==> src/rtl/melody_request_arbiter_pkg.sv <==
`default_nettype none
// ============================================================================
// Module      : melody_request_arbiter_pkg
// Description : Shared FSM encoding and one-hot helper for the melody arbiter.
// Revision    : 1.0 - initial release
// ============================================================================
package melody_request_arbiter_pkg;

    typedef enum logic [2:0] {
        ST_IDLE      = 3'd0,
        ST_START     = 3'd1,
        ST_WAIT_BUSY = 3'd2,
        ST_PLAYING   = 3'd3,
        ST_GAP       = 3'd4
    } arb_state_t;

    // Index of the set bit in a one-hot vector of up to eight sources.
    function automatic logic [2:0] onehot_to_index(input logic [7:0] onehot);
        logic [2:0] idx;
        idx = '0;
        for (int i = 0; i < 8; i++) begin
            if (onehot[i]) begin
                idx = idx | 3'(i);
            end
        end
        return idx;
    endfunction

endpackage
`default_nettype wire

==> src/rtl/melody_request_arbiter_rr_priority_picker.sv <==
`default_nettype none
// ============================================================================
// Module      : rr_priority_picker
// Description : Round-robin pick of the first pending bit at or above pointer.
// Revision    : 1.0 - initial release
// ============================================================================
module rr_priority_picker
    import melody_request_arbiter_pkg::*;
#(
    parameter int REQUESTERS = 4,
    parameter int PTR_W      = (REQUESTERS > 1) ? $clog2(REQUESTERS) : 1
) (
    input  logic [REQUESTERS-1:0] i_pending,
    input  logic [PTR_W-1:0]      i_pointer,
    output logic [REQUESTERS-1:0] o_grant,
    output logic [PTR_W-1:0]      o_index,
    output logic                  o_valid
);

    logic [REQUESTERS-1:0] w_hi;
    logic [REQUESTERS-1:0] w_lo;
    logic [REQUESTERS-1:0] w_grant;

    // w_hi searches from the pointer upward, w_lo supplies the wrap-around.
    always_comb begin
        w_hi = '0;
        w_lo = '0;
        for (int i = 0; i < REQUESTERS; i++) begin
            if (i_pending[i] && (PTR_W'(i) >= i_pointer) && (w_hi == '0)) begin
                w_hi[i] = 1'b1;
            end
        end
        for (int i = 0; i < REQUESTERS; i++) begin
            if (i_pending[i] && (w_lo == '0)) begin
                w_lo[i] = 1'b1;
            end
        end
        w_grant = (w_hi != '0) ? w_hi : w_lo;
    end

    assign o_grant = w_grant;
    assign o_index = PTR_W'(onehot_to_index(8'(w_grant)));
    assign o_valid = |i_pending;

endmodule
`default_nettype wire

==> src/rtl/melody_request_arbiter.sv <==
`default_nettype none
// ============================================================================
// Module      : melody_request_arbiter
// Description : Latches per-source melody requests and shares one player RR.
// Revision    : 1.0 - initial release
// ============================================================================
module melody_request_arbiter
    import melody_request_arbiter_pkg::*;
#(
    parameter int REQUESTERS    = 4,
    parameter int ID_WIDTH      = 3,
    parameter int GAP_CYCLES    = 1000,
    parameter int START_TIMEOUT = 16
) (
    input  logic                           Clock,
    input  logic                           Reset,
    input  logic [REQUESTERS-1:0]          Request_i,
    input  logic [REQUESTERS*ID_WIDTH-1:0] MelodyId_i,
    input  logic                           Cancel_i,
    output logic                           PlayerPlay_o,
    output logic                           PlayerStop_o,
    output logic [ID_WIDTH-1:0]            PlayerMelody_o,
    input  logic                           PlayerBusy_i,
    output logic [REQUESTERS-1:0]          Grant_o,
    output logic [REQUESTERS-1:0]          Pending_o,
    output logic [REQUESTERS-1:0]          Done_o,
    output logic                           Aborted_o
);

    localparam int c_PTR_W   = (REQUESTERS > 1) ? $clog2(REQUESTERS) : 1;
    localparam int c_CNT_MAX = (GAP_CYCLES > START_TIMEOUT) ? GAP_CYCLES : START_TIMEOUT;
    localparam int c_CNT_W   = $clog2(c_CNT_MAX + 1);
    localparam logic [c_CNT_W-1:0] c_GAP_LAST     = c_CNT_W'(GAP_CYCLES - 1);
    localparam logic [c_CNT_W-1:0] c_TIMEOUT_LAST = c_CNT_W'(START_TIMEOUT - 1);
    localparam logic [c_CNT_W-1:0] c_CNT_SAT      = c_CNT_W'(c_CNT_MAX);
    localparam logic [c_PTR_W-1:0] c_LAST_IDX     = c_PTR_W'(REQUESTERS - 1);

    arb_state_t            r_state;
    logic [REQUESTERS-1:0] r_pending;
    logic [ID_WIDTH-1:0]   r_ids [REQUESTERS];
    logic [c_PTR_W-1:0]    r_ptr;
    logic [c_PTR_W-1:0]    r_idx;
    logic [c_CNT_W-1:0]    r_cnt;
    logic [REQUESTERS-1:0] r_grant;
    logic [ID_WIDTH-1:0]   r_melody;
    logic                  r_play;
    logic                  r_stop;
    logic [REQUESTERS-1:0] r_done;
    logic                  r_aborted;

    logic [REQUESTERS-1:0] w_pick;
    logic [c_PTR_W-1:0]    w_pick_idx;
    logic                  w_pick_valid;
    logic [REQUESTERS-1:0] w_clear;
    logic [REQUESTERS-1:0] w_accept;
    logic                  w_active;
    logic                  w_cancel;
    logic                  w_timeout;
    logic                  w_finish;
    logic                  w_end;
    logic [c_PTR_W-1:0]    w_ptr_next;

    rr_priority_picker #(
        .REQUESTERS (REQUESTERS),
        .PTR_W      (c_PTR_W)
    ) u_picker (
        .i_pending (r_pending),
        .i_pointer (r_ptr),
        .o_grant   (w_pick),
        .o_index   (w_pick_idx),
        .o_valid   (w_pick_valid)
    );

    // A request coinciding with its own grant re-arms the bit with the new ID.
    assign w_clear  = ((r_state == ST_IDLE) && w_pick_valid) ? w_pick : '0;
    assign w_accept = Request_i & (~r_pending | w_clear);

    assign w_active   = (r_state == ST_START) || (r_state == ST_WAIT_BUSY) || (r_state == ST_PLAYING);
    assign w_cancel   = w_active && Cancel_i;
    assign w_timeout  = !Cancel_i && (r_state == ST_WAIT_BUSY) && !PlayerBusy_i && (r_cnt >= c_TIMEOUT_LAST);
    assign w_finish   = !Cancel_i && (r_state == ST_PLAYING) && !PlayerBusy_i;
    assign w_end      = w_cancel || w_timeout || w_finish;
    assign w_ptr_next = (r_idx == c_LAST_IDX) ? '0 : r_idx + 1'b1;

    for (genvar gi = 0; gi < REQUESTERS; gi++) begin : g_id_latch
        always_ff @(posedge Clock or negedge Reset) begin
            if (!Reset) begin
                r_ids[gi] <= '0;
            end else if (w_accept[gi]) begin
                r_ids[gi] <= MelodyId_i[gi*ID_WIDTH +: ID_WIDTH];
            end
        end
    end

    always_ff @(posedge Clock or negedge Reset) begin
        if (!Reset) begin
            r_state   <= ST_IDLE;
            r_pending <= '0;
            r_ptr     <= '0;
            r_idx     <= '0;
            r_cnt     <= '0;
            r_grant   <= '0;
            r_melody  <= '0;
            r_play    <= 1'b0;
            r_stop    <= 1'b0;
            r_done    <= '0;
            r_aborted <= 1'b0;
        end else begin
            r_play    <= 1'b0;
            r_stop    <= 1'b0;
            r_done    <= '0;
            r_aborted <= 1'b0;
            r_pending <= (r_pending & ~w_clear) | w_accept;
            if (w_end) begin
                r_state   <= ST_GAP;
                r_cnt     <= '0;
                r_grant   <= '0;
                r_done    <= r_grant;
                r_aborted <= w_cancel || w_timeout;
                r_stop    <= w_cancel;
                r_ptr     <= w_ptr_next;
            end else begin
                case (r_state)
                    ST_IDLE: begin
                        if (w_pick_valid) begin
                            r_grant  <= w_pick;
                            r_idx    <= w_pick_idx;
                            r_melody <= r_ids[w_pick_idx];
                            r_play   <= 1'b1;
                            r_state  <= ST_START;
                        end
                    end
                    ST_START: begin
                        r_cnt   <= '0;
                        r_state <= ST_WAIT_BUSY;
                    end
                    ST_WAIT_BUSY: begin
                        if (PlayerBusy_i) begin
                            r_state <= ST_PLAYING;
                        end else if (r_cnt != c_CNT_SAT) begin
                            r_cnt <= r_cnt + 1'b1;
                        end
                    end
                    ST_PLAYING: begin
                        r_state <= ST_PLAYING;
                    end
                    ST_GAP: begin
                        if (r_cnt >= c_GAP_LAST) begin
                            r_state <= ST_IDLE;
                        end else if (r_cnt != c_CNT_SAT) begin
                            r_cnt <= r_cnt + 1'b1;
                        end
                    end
                    default: r_state <= ST_IDLE;
                endcase
            end
        end
    end

    assign PlayerPlay_o   = r_play;
    assign PlayerStop_o   = r_stop;
    assign PlayerMelody_o = r_melody;
    assign Grant_o        = r_grant;
    assign Pending_o      = r_pending;
    assign Done_o         = r_done;
    assign Aborted_o      = r_aborted;

endmodule
`default_nettype wire

==> config.mk <==
export PLATFORM = sky130hd
export DESIGN_NAME = melody_request_arbiter
export DESIGN_NICKNAME = d
export VERILOG_FILES = /design/src/rtl/melody_request_arbiter_pkg.sv /design/src/rtl/melody_request_arbiter_rr_priority_picker.sv /design/src/rtl/melody_request_arbiter.sv
export SDC_FILE = /design/constraint.sdc
export NUM_CORES = 1
export LEC_CHECK = 0
export ABC_AREA = 1
export BUFFER_PORTS_ARGS = -buffer_cell sky130_fd_sc_hd__buf_2
export CORE_MARGIN = 4
export CORE_UTILIZATION = 56
export CTS_BUF_LIST = sky130_fd_sc_hd__clkbuf_16
export CTS_CLUSTER_SIZE = 28
export DETAILED_ROUTE_END_ITERATION = 8
export PLACE_DENSITY = 0.79
export SLEW_MARGIN = 0
export SYNTH_ARGS = -nofsm -noshare
export SYNTH_HDL_FRONTEND = slang
export SYNTH_SLANG_ARGS = --single-unit
==> constraint.sdc <==
create_clock -name Clock -period 1.7 [get_ports Clock]
set_input_delay 0.17 -clock Clock [delete_from_list [all_inputs] [get_ports Clock]]
set_output_delay 0.17 -clock Clock [all_outputs]
set_load 0.05 [all_outputs]
### After elaboration in Yosys (flattened, before gate mapping)

Cells that the tools add are included.

* flip-flop bits (word level): 47
* bits of input ports: 20
* output and inout port bits: 18
* word-level logic and storage cells: 118

* add/subtract/negate cells: 2
* order comparisons: 7
* equality and inequality tests: 11
* muxes and demuxes: 36
* bitwise operators: 10
* reduce and logical (&&, ||, !) cells: 37

Operators by type and width (number)
* two-way mux 10 bit: 4
* one-hot mux 10 bit (3 select lines): 1
* two-way mux 4 bit: 6
* two-way mux 3 bit: 6
* logical AND 1 bit: 17
* inequality test 3 bit (second input constant): 5
* one-hot mux 3 bit (5 select lines): 1
* two-way mux 1 bit: 14
* adder 10 x 1 -> 10 bit (second input constant): 1
* greater-or-equal comparator 10 bit (second input constant): 1
* greater-or-equal comparator 10 x 4 -> 1 bit (second input constant): 1
* inequality test 10 bit (second input constant): 1
* logical NOT 3 bit: 3
* AND reduction 3 bit: 3
* bitwise AND 4 bit: 2
* NOT 4 bit: 2
* bitwise OR 4 bit: 2
* nonzero test 4 bit: 2
* binary-select mux 3 bit (select 2 bit): 1
* equality test 3 x 2 -> 1 bit (second input constant): 2
* two-way mux 2 bit: 3
* greater-or-equal comparator 1 x 2 -> 1 bit (first input constant): 2
* greater-or-equal comparator 2 bit (first input constant): 2
* logical NOT 2 bit: 2
* other kinds (12): 19

### Logic depth before layout (Yosys ltp)

Gate-level depths: netlist of the first run.

* word-level depth: 21
* depth in mapped cells: 13
* depth with buffers taken out: 13

### Hierarchy

From an unflattened synthesis of the first run, not the netlist that was laid out.

* cell total of the unflattened synthesis: 330
* area total of the unflattened synthesis: 2531.2 um2

Modules (own cells, without submodules)
* melody_request_arbiter: instances 1, cells each 304, area each 2417.3 um2, seq. area each 1176.1 um2
* rr_priority_picker: instances 1, cells each 26, area each 113.9 um2, seq. area each 0.0 um2

### Worst setup path before layout of the first run

Ideal clock, no wire load.

* path kind: reg-to-reg
* start: register r_pending[0], in the netlist Pending_o[0]
* end: register r_ids[0] (netlist bit)
* setup time: 0.125 ns
* data arrival time: 1.544 ns
* data required time: 1.575 ns
* path slack: 0.031 ns
* cell stages (with the launch flop): 10
* buffers on the path: 0
* clock period less this slack: 1.669 ns
* path through: dfrtp_1 > nor2_1 > nand2_1 > nand2_2 > inv_4 > nand3_1 > nand2_1 > nand2_1 > nor2_1 > a21oi_1

* cells in the longest elaborated chain, start to end: 16
* elaborated cells on any way between the ends: 28
* classes of those cells: 10 x mux; 4 x bitwise; 14 x reduce/logical

Ends and longest elaborated chain
* start, declared: line melody_request_arbiter.sv:39 `logic [REQUESTERS-1:0] r_pending;`
* start signal, assigned: line melody_request_arbiter.sv:113 `r_pending <= (r_pending & ~w_clear) | w_accept;`
* logical AND 1 bit: line melody_request_arbiter_rr_priority_picker.sv:29 `if (i_pending[i] && (PTR_W'(i) >= i_pointer) && (w_hi == '0)) begin`
* two-way mux 1 bit: line melody_request_arbiter_rr_priority_picker.sv:29
* NOT 1 bit: line melody_request_arbiter_rr_priority_picker.sv:29
* logical AND 1 bit: line melody_request_arbiter_rr_priority_picker.sv:29
* two-way mux 1 bit: line melody_request_arbiter_rr_priority_picker.sv:29
* logical NOT 2 bit: line melody_request_arbiter_rr_priority_picker.sv:29
* logical AND 1 bit: line melody_request_arbiter_rr_priority_picker.sv:29
* two-way mux 1 bit: line melody_request_arbiter_rr_priority_picker.sv:29
* logical NOT 3 bit: line melody_request_arbiter_rr_priority_picker.sv:29
* logical AND 1 bit: line melody_request_arbiter_rr_priority_picker.sv:29
* two-way mux 1 bit: line melody_request_arbiter_rr_priority_picker.sv:29
* nonzero test 4 bit: line melody_request_arbiter_rr_priority_picker.sv:38 `w_grant = (w_hi != '0) ? w_hi : w_lo;`
* two-way mux 4 bit: line melody_request_arbiter_rr_priority_picker.sv:38
* two-way mux 4 bit (*): line melody_request_arbiter.sv:75 `assign w_clear = ((r_state == ST_IDLE) && w_pick_valid) ? w_pick : '0;`
* bitwise OR 4 bit (*): line melody_request_arbiter.sv:76 `assign w_accept = Request_i & (~r_pending | w_clear);`
* bitwise AND 4 bit (*): line melody_request_arbiter.sv:76
* end signal, assigned by index: line melody_request_arbiter.sv:90 `r_ids[gi] <= MelodyId_i[gi*ID_WIDTH +: ID_WIDTH];`
* end, declared: line melody_request_arbiter.sv:40 `logic [ID_WIDTH-1:0] r_ids [REQUESTERS];`

Mark *: on every way between the ends. The rest lies on a longest branch, timed or not.
A chain may end at the register's enable or synchronous reset.

### Worst setup path in the final report of the first run

* start: register r_cnt[0]
* end: register r_cnt[3]

* cells in the longest elaborated chain, start to end: 6
* elaborated cells on any way between the ends: 16
* classes of those cells: 1 x add/sub; 2 x order compare; 3 x eq/ne; 5 x mux; 5 x reduce/logical

Ends and longest elaborated chain
* start, declared: line melody_request_arbiter.sv:43 `logic [c_CNT_W-1:0] r_cnt;`
* start signal, assigned: line melody_request_arbiter.sv:141 `r_cnt <= r_cnt + 1'b1;`
* start signal, assigned: line melody_request_arbiter.sv:151 `r_cnt <= r_cnt + 1'b1;`
* branches (longest 6 deep; another with adder 10 x 1 -> 10 bit)

Parallel ways; which one is timed is not known. The select of a mux whose other input is x is not followed.

==> qor.yml, run 1 <==
synth_top_family_by_area: "simple AND/OR/NAND/NOR gates"
netlist_top_cells_count: "nand2_1, dfrtp_1, inv_1"
worst_pin_slew_ns: 0.303
wl_um: 5500
detailed_place_hpwl_um: 3790
yosysUniqueCellTypes: 32
rrSetupSlack_ns: 0.02
synth_top_area_frac: 0.474
finalSetupViolCount: 0
crit_chain: "ha_2, nand2_2, inv_2, nand2_2, nand2_2, o21ai_4, nand3_4, buf_8, o31ai_4"
pin_count: 38
synth_area_leader_cell: "dfrtp_1"
finalPower_mw: 5.98
critPathMaxFanout: 7
grt_pass1_wl_um: 9010
rsz0062_at_grt: "yes"
worstHoldPathCells: 3
areaGrowthSynthToFinish_pct: 25.9
fp-row-count: 23
first_iter_violations: 210
yosysMostFrequentCell: "nand2_1"
drive_above_1_share: 0.307
avgSynthCellArea_um2: 7.98
drv_slew: 0
fin_nets: 390
routedWlPerCell_um: 13.2
status: "finished clean"
place_congestion: 0.962
max-slew-margin-rel: 0.798
hold_start: "Request_i[3]"
chipHeight_um: 74.6
start_util: 0.599
syn-num-nets: 334
gr-usage-all-layers: 0.212
synthMuxAreaShare: 0
ir_drop_v: 0.00103
rr_startpoint: "r_cnt[0]$_DFFE_PN0P_"
max_stage_delay_ns: 0.42
nFillCells: 289
drv_cap: 0
synthFlopType: "dfrtp_1"
numCtsBuffers: 5
worstPathRequired_ns: 1.91
die_area_um2: 5560
ys_ff_latch: 47
h-tree-depth: 2
path_common_cell: "nand2_2"
synth_area_leaders: "dfrtp_1, nand2_1, nand3_1"
hold_end: "Pending_o[3]$_DFF_PN0_"
cpMaxStageDelayCell: "dfrtp_1"
drcViolationCount: 0
rr_endpoint: "r_cnt[3]$_DFFE_PN0P_"
setup_ws_ns: 0.0225
cp-end-kind: "flop"
grt_pass1_vias: 1995
ant_nets: 0
cts.clk_slew.worst_paths_ns: 0.07
grt.overflow.total: 0
finalClockSkew_ns: 0.00645
synth_edf_count: 0
reg2reg_depth: 9
synth-warning-count: 0
seq_area_frac_synth: 0.474
grt_max_degree: 48
place_ws_ns: 0.00576
antenna_found_initial: 0
root_buffer: "clkbuf_16"
hp-class: "in -> reg"
multi_input_area_um2: 1170
yosys.area_share.xor_xnor: 0.0141
drt_first_pass_iters: 4
finalHoldViolCount: 0
clock-sinks: 47
critPathKind: "reg -> reg"
cts_tree: "yes"
cp.arrival_ns: 1.89
viasPerCell: 5.33
antenna_cells: 0
p_leak_nw: 1.64
max_freq_mhz: 596
die_w_um: 74.6
pwr_density_cell_nw_per_um2: 1910
synthArstFlopShare: 1.00
synth_cells: 311
critPathLaunchType: "flop"
clock_path_buffers: 2
numPortBuffers: 37
vias: 2227
period_share: 0.987
post-route-util: 0.754
synthAdderAreaFrac: 0.0151
period_needed_ns: 1.68
syn_area_um2: 2480
core_area_um2: 4140
regArea_um2: 1180
synth-compound-area-share: 0.0787
synthSimpleGateAreaFrac: 0.330
clock_latency_ns: 0.29
-- timing repair --
action / CTS / global route
endpoints found under the setup margin: 4 / 35
resized for setup: 1 / 29
pin swaps: 0 / 5
hold buffers: 1 / 0
endpoints found under the hold margin: 47 / 0
buffers inserted: 0 / 6
gates cloned: 0 / 1
-- worst max-delay path, delay by kind of cell (launching register included) --
family / cells / cell delay, ns
AOI/OAI and AO/OA: 2 / 0.38
buffers and inverters: 2 / 0.23
DFF: 1 / 0.42
and+or+nand+nor: 4 / 0.36
adders and majority gates: 1 / 0.20
-- flip-flops by register name, indices dropped and copies added, names as in the netlist --
register,count
r_ids,12
Grant_o,4
PlayerPlay_o,1
Aborted_o,1
r_ptr,2
r_state,3
Pending_o,4
Done_o,4
PlayerMelody_o,3
r_idx,2
r_cnt,10
PlayerStop_o,1
-- cell usage in the layout (no fill, tap or decap), types with 2 or more instances in the layout --
cell,synthesis,routed
dfrtp_1,47,45
nand3_1,33,31
nor2_1,31,30
nor2_4,2,3
nand2_2,5,16
nand3_2,1,3
ha_1,3,2
nand2_1,84,73
inv_2,7,7
nand3_4,2,2
o21ai_2,5,5
nor3_2,2,2
buf_2,1,37
nor3_1,8,7
o21ai_0,2,2
xor2_1,4,4
inv_1,35,35
a21oi_1,17,17
buf_4,0,12
nand4_1,4,4
dfrtp_2,0,2
inv_4,2,2
clkbuf_16,0,6
nor2_2,3,3
-- layer usage --
metal	track usage	part of all wire	vias up
li1	-	-	1104
met1	0.287	0.45	1051
met2	0.341	0.48	64
met3	0.0311	0.058	8
met4	0.0889	0.016	0
met5	0	0	-
-- worst max-delay path by stage --
stage,from,to,slack [ns],cells after the start
after floorplan,Pending_o[0]$_DFF_PN0_,r_ids[0]$_DFFE_PN0P_,0.03,9
after global placement,r_cnt[0]$_DFFE_PN0P_,r_cnt[8]$_DFFE_PN0P_,0.08,10
after detailed placement,r_cnt[0]$_DFFE_PN0P_,r_cnt[8]$_DFFE_PN0P_,0.006,10
after CTS,r_cnt[0]$_DFFE_PN0P_,r_cnt[3]$_DFFE_PN0P_,-0.01,9
after global routing,r_cnt[0]$_DFFE_PN0P_,r_state[1]$_DFFE_PN0P_,-0.08,9
final,r_cnt[0]$_DFFE_PN0P_,r_cnt[3]$_DFFE_PN0P_,0.02,9
-- where the power goes --
part           switching, mW  internal (mW)  total (mW)
Combinational           2.12          0.987        3.10
Sequential             0.252           1.48        1.73
Clock                  0.439          0.702        1.14
-- cell families after synthesis --
| family | Yosys count |
|---|---|
| simple gates | 177 |
| buf+inv | 50 |
| flops | 47 |
| compound gates | 30 |
| xor+xnor | 4 |
| fa+ha+maj | 3 |
-- cell type report --
type	count	area share
sequential	47	0.377
tap	50	0.0200
clock inverter	3	0.0152
inverter	45	0.0597
timing repair buffer	54	0.114
clock buffer	5	0.0401
multi-input combinational	214	0.373
-- per-stage QoR --
step,TNS [ns],hold slack [ns],area (µm²),std cells
after floorplan,0,-0.126,2480,311
after global placement,0,0.167,2770,402
after detailed placement,0,0.170,2770,402
after CTS,-0.0119,0.0725,2950,411
after global routing,-0.764,0.112,3120,418
final,0,0.0877,3120,418
Power figures use the tool's default switching activity.
==> run 2: changes to the inputs <==
--- a/config.mk
+++ b/config.mk
@@ -8,11 +8,11 @@
 export ABC_AREA = 1
 export BUFFER_PORTS_ARGS = -buffer_cell sky130_fd_sc_hd__buf_2
 export CORE_MARGIN = 4
-export CORE_UTILIZATION = 56
+export CORE_UTILIZATION = 57
 export CTS_BUF_LIST = sky130_fd_sc_hd__clkbuf_16
 export CTS_CLUSTER_SIZE = 28
 export DETAILED_ROUTE_END_ITERATION = 8
-export PLACE_DENSITY = 0.79
+export PLACE_DENSITY = 0.8
 export SLEW_MARGIN = 0
 export SYNTH_ARGS = -nofsm -noshare
 export SYNTH_HDL_FRONTEND = slang
==> constraint.sdc (replaced) <==
create_clock -name Clock -period 1.95 [get_ports Clock]
set_input_delay 0.195 -clock Clock [delete_from_list [all_inputs] [get_ports Clock]]
set_output_delay 0.195 -clock Clock [all_outputs]
set_load 0.05 [all_outputs]
==> run 2 against run 1 <==
Effect of this change: highest routed layer unchanged; sequential share of layout area is 2.8 points higher; largest cell class unchanged; clock power down 14%; first-iteration DRC count decreased by 19%; non-clock buffer count is 13 lower; worst hold slack better by 0.023 ns; final area decreased by 7.0%; count of clock-buffer cells in the layout did not move; clock skew is 0.0027 ns lower; largest power group unchanged; sequential cell count unchanged; critical path type unchanged; combinational power fell by 25%.
==> qor.yml, run 2 (same netlist as run 1, synthesis figures left out) <==
clock_latency_ns: 0.29  # about the same
grt.overflow.total: 0  # unchanged
wl_um: 4860  # was 5500 µm
viasPerCell: 5.19  # was 5.33
ant_nets: 0  # unchanged
place_congestion: 0.903  # was 0.962
areaGrowthSynthToFinish_pct: 17.0  # was 25.9%
die_w_um: 74.0  # was 74.6 µm
mostFrequentLayoutCell: "nand2_1"  # unchanged
drv_cap: 0  # unchanged
rrSetupSlack_ns: 0.16  # was 0.02 ns
numCtsBuffers: 5  # unchanged
grt_max_degree: 48  # unchanged
pin_count: 38  # unchanged
cp-end-kind: "flop"  # unchanged
p_switching_mw: 2.27  # was 2.81 mW
clock-sinks: 47  # unchanged
met1_length_um: 2270  # was 2450 µm
detailed_place_hpwl_um: 3620  # was 3790 µm
p_sw_frac: 0.471  # was 0.470
p_seq_frac: 0.310  # was 0.290
fin_nets: 377  # was 390
finalClockSkew_ns: 0.00376  # was 0.00645 ns
critPathMaxFanout: 13  # was 7
critPathKind: "reg -> reg"  # unchanged
finalPower_mw: 4.81  # was 5.98 mW
worst_pin_slew_ns: 0.314  # was 0.303 ns
p_int_mw: 2.55  # was 3.17 mW
cts.clk_slew.worst_paths_ns: 0.06  # was 0.07 ns
clkPwrFrac: 0.203  # was 0.191
drcViolationCount: 0  # unchanged
ir_drop_v: 0.000763  # was 0.00103 V
cp.arrival_ns: 1.97  # was 1.89 ns
start_util: 0.603  # was 0.599
status: "finished clean"  # unchanged
routedWlPerCell_um: 12.0  # was 13.2 µm
period_share: 0.918  # was 0.987
period_needed_ns: 1.79  # was 1.68 ns
wl_met3_um: 290  # was 318 µm
regMostFlops: "r_ids"  # unchanged
fin_cells: 405  # was 418
design_area_um2: 2900  # was 3120 µm²
gr-usage-all-layers: 0.205  # was 0.212
vias: 2101  # was 2227
numPortBuffers: 37  # unchanged
drive_above_1_share: 0.228  # was 0.307
core_area_um2: 4120  # was 4140 µm²
h-tree-depth: 2  # unchanged
chipHeight_um: 74.0  # was 74.6 µm
antenna_found_initial: 0  # unchanged
top_regs: "r_ids (12), r_cnt (10)"  # unchanged
comb_power_share: 0.487  # was 0.519
cts_tree: "yes"  # unchanged
highest_layer: "met4"  # unchanged
drt_first_pass_iters: 4  # unchanged
worstPathRequired_ns: 2.13  # was 1.91 ns
max_freq_mhz: 558  # was 596 MHz
hp-class: "in -> reg"  # unchanged
grt_pass1_wl_um: 8750  # was 9010 µm
largest_reg_flops: 12  # unchanged
fin_tns_setup_ns: 0  # unchanged
final_cell_mix: "nand2_1, dfrtp_1, buf_2, inv_1, nand3_1"  # unchanged
finalSetupViolCount: 0  # unchanged
first_iter_violations: 170  # was 210
route.met2.wl_um: 2220  # was 2640 µm
root_buffer: "clkbuf_16"  # unchanged
critPathLaunchType: "flop"  # unchanged
max-slew-margin-rel: 0.789  # was 0.798
antenna_cells: 0  # unchanged
ctsResizeCount: 0  # was 1
p_leak_nw: 1.56  # was 1.64 nW
drv_slew: 0  # unchanged
clock_path_buffers: 2  # unchanged
place_inst: 396  # was 402
grt_pass1_vias: 2029  # was 1995
post-route-util: 0.706  # was 0.754
finalHoldViolCount: 0  # unchanged
fp-row-count: 23  # unchanged
rsz0062_at_grt: "no"  # was yes
pwr_density_cell_nw_per_um2: 1660  # was 1910 nW/µm²
die_area_um2: 5470  # was 5560 µm²
placed_area_um2: 2720  # was 2770 µm²
## run 2: path summary, 6_finish.rpt
path                                               start                            end  cells past startpoint
min in group asynchronous                          Reset           r_cnt[8]$_DFFE_PN0P_                      3
max reg2reg                         r_cnt[0]$_DFFE_PN0P_         r_state[1]$_DFFE_PN0P_                      9
max                                 r_cnt[0]$_DFFE_PN0P_         r_state[1]$_DFFE_PN0P_                      9
max in group asynchronous                          Reset         Pending_o[2]$_DFF_PN0_                      3
min reg2reg                PlayerMelody_o[2]$_DFFE_PN0P_  PlayerMelody_o[2]$_DFFE_PN0P_                      2
min                                         Request_i[0]         Pending_o[0]$_DFF_PN0_                      3
## run 2: per-layer routing
metal,vias to the layer above,global-route usage
met5,-,0
met3,11,0.0541
li1,1075,-
met1,959,0.277
met2,56,0.320
met4,0,0.0744
## run 2: critical path, stage by stage, from the launching register on
cell and delay [ns]:
dfrtp_1 0.45, ha_1 0.24, nand2_1 0.10, inv_2 0.05
nand2_1 0.05, nand2_1 0.07, o21ai_2 0.18, nand3_4 0.10
buf_4 0.21, nor3_1 0.23
## run 2: timing repair
action	in CTS	in global routing
endpoints found under the hold margin	47	0
hold buffers	1	0
setup buffers	0	0
## run 2: area by class of cell
cell class	count	area, µm²
inverter	45	175
clock inverter	3	47.5
clock buffer	5	125
timing repair buffer	41	230
sequential	47	1180
tap	50	62.6
multi-input combinational	214	1090
fill	336	1210
## run 2: power by group through the flow
stage | registers [mW] | logic (mW) | clock network (mW)
finish | 1.49 | 2.34 | 0.977
global route | 1.53 | 2.63 | 1.04
floorplan | 1.89 | 1.45 | 0
global placement | 1.51 | 2.29 | 0
CTS | 1.49 | 2.35 | 0.998
detailed placement | 1.51 | 2.33 | 0
## run 2: per-stage QoR
step                worst slack, ns  hold WS [ns]
finish                        0.159         0.110
global route                0.00175         0.121
CTS                           0.162         0.109
detailed placement            0.209         0.193
global placement              0.251         0.191
floorplan                     0.281        -0.101
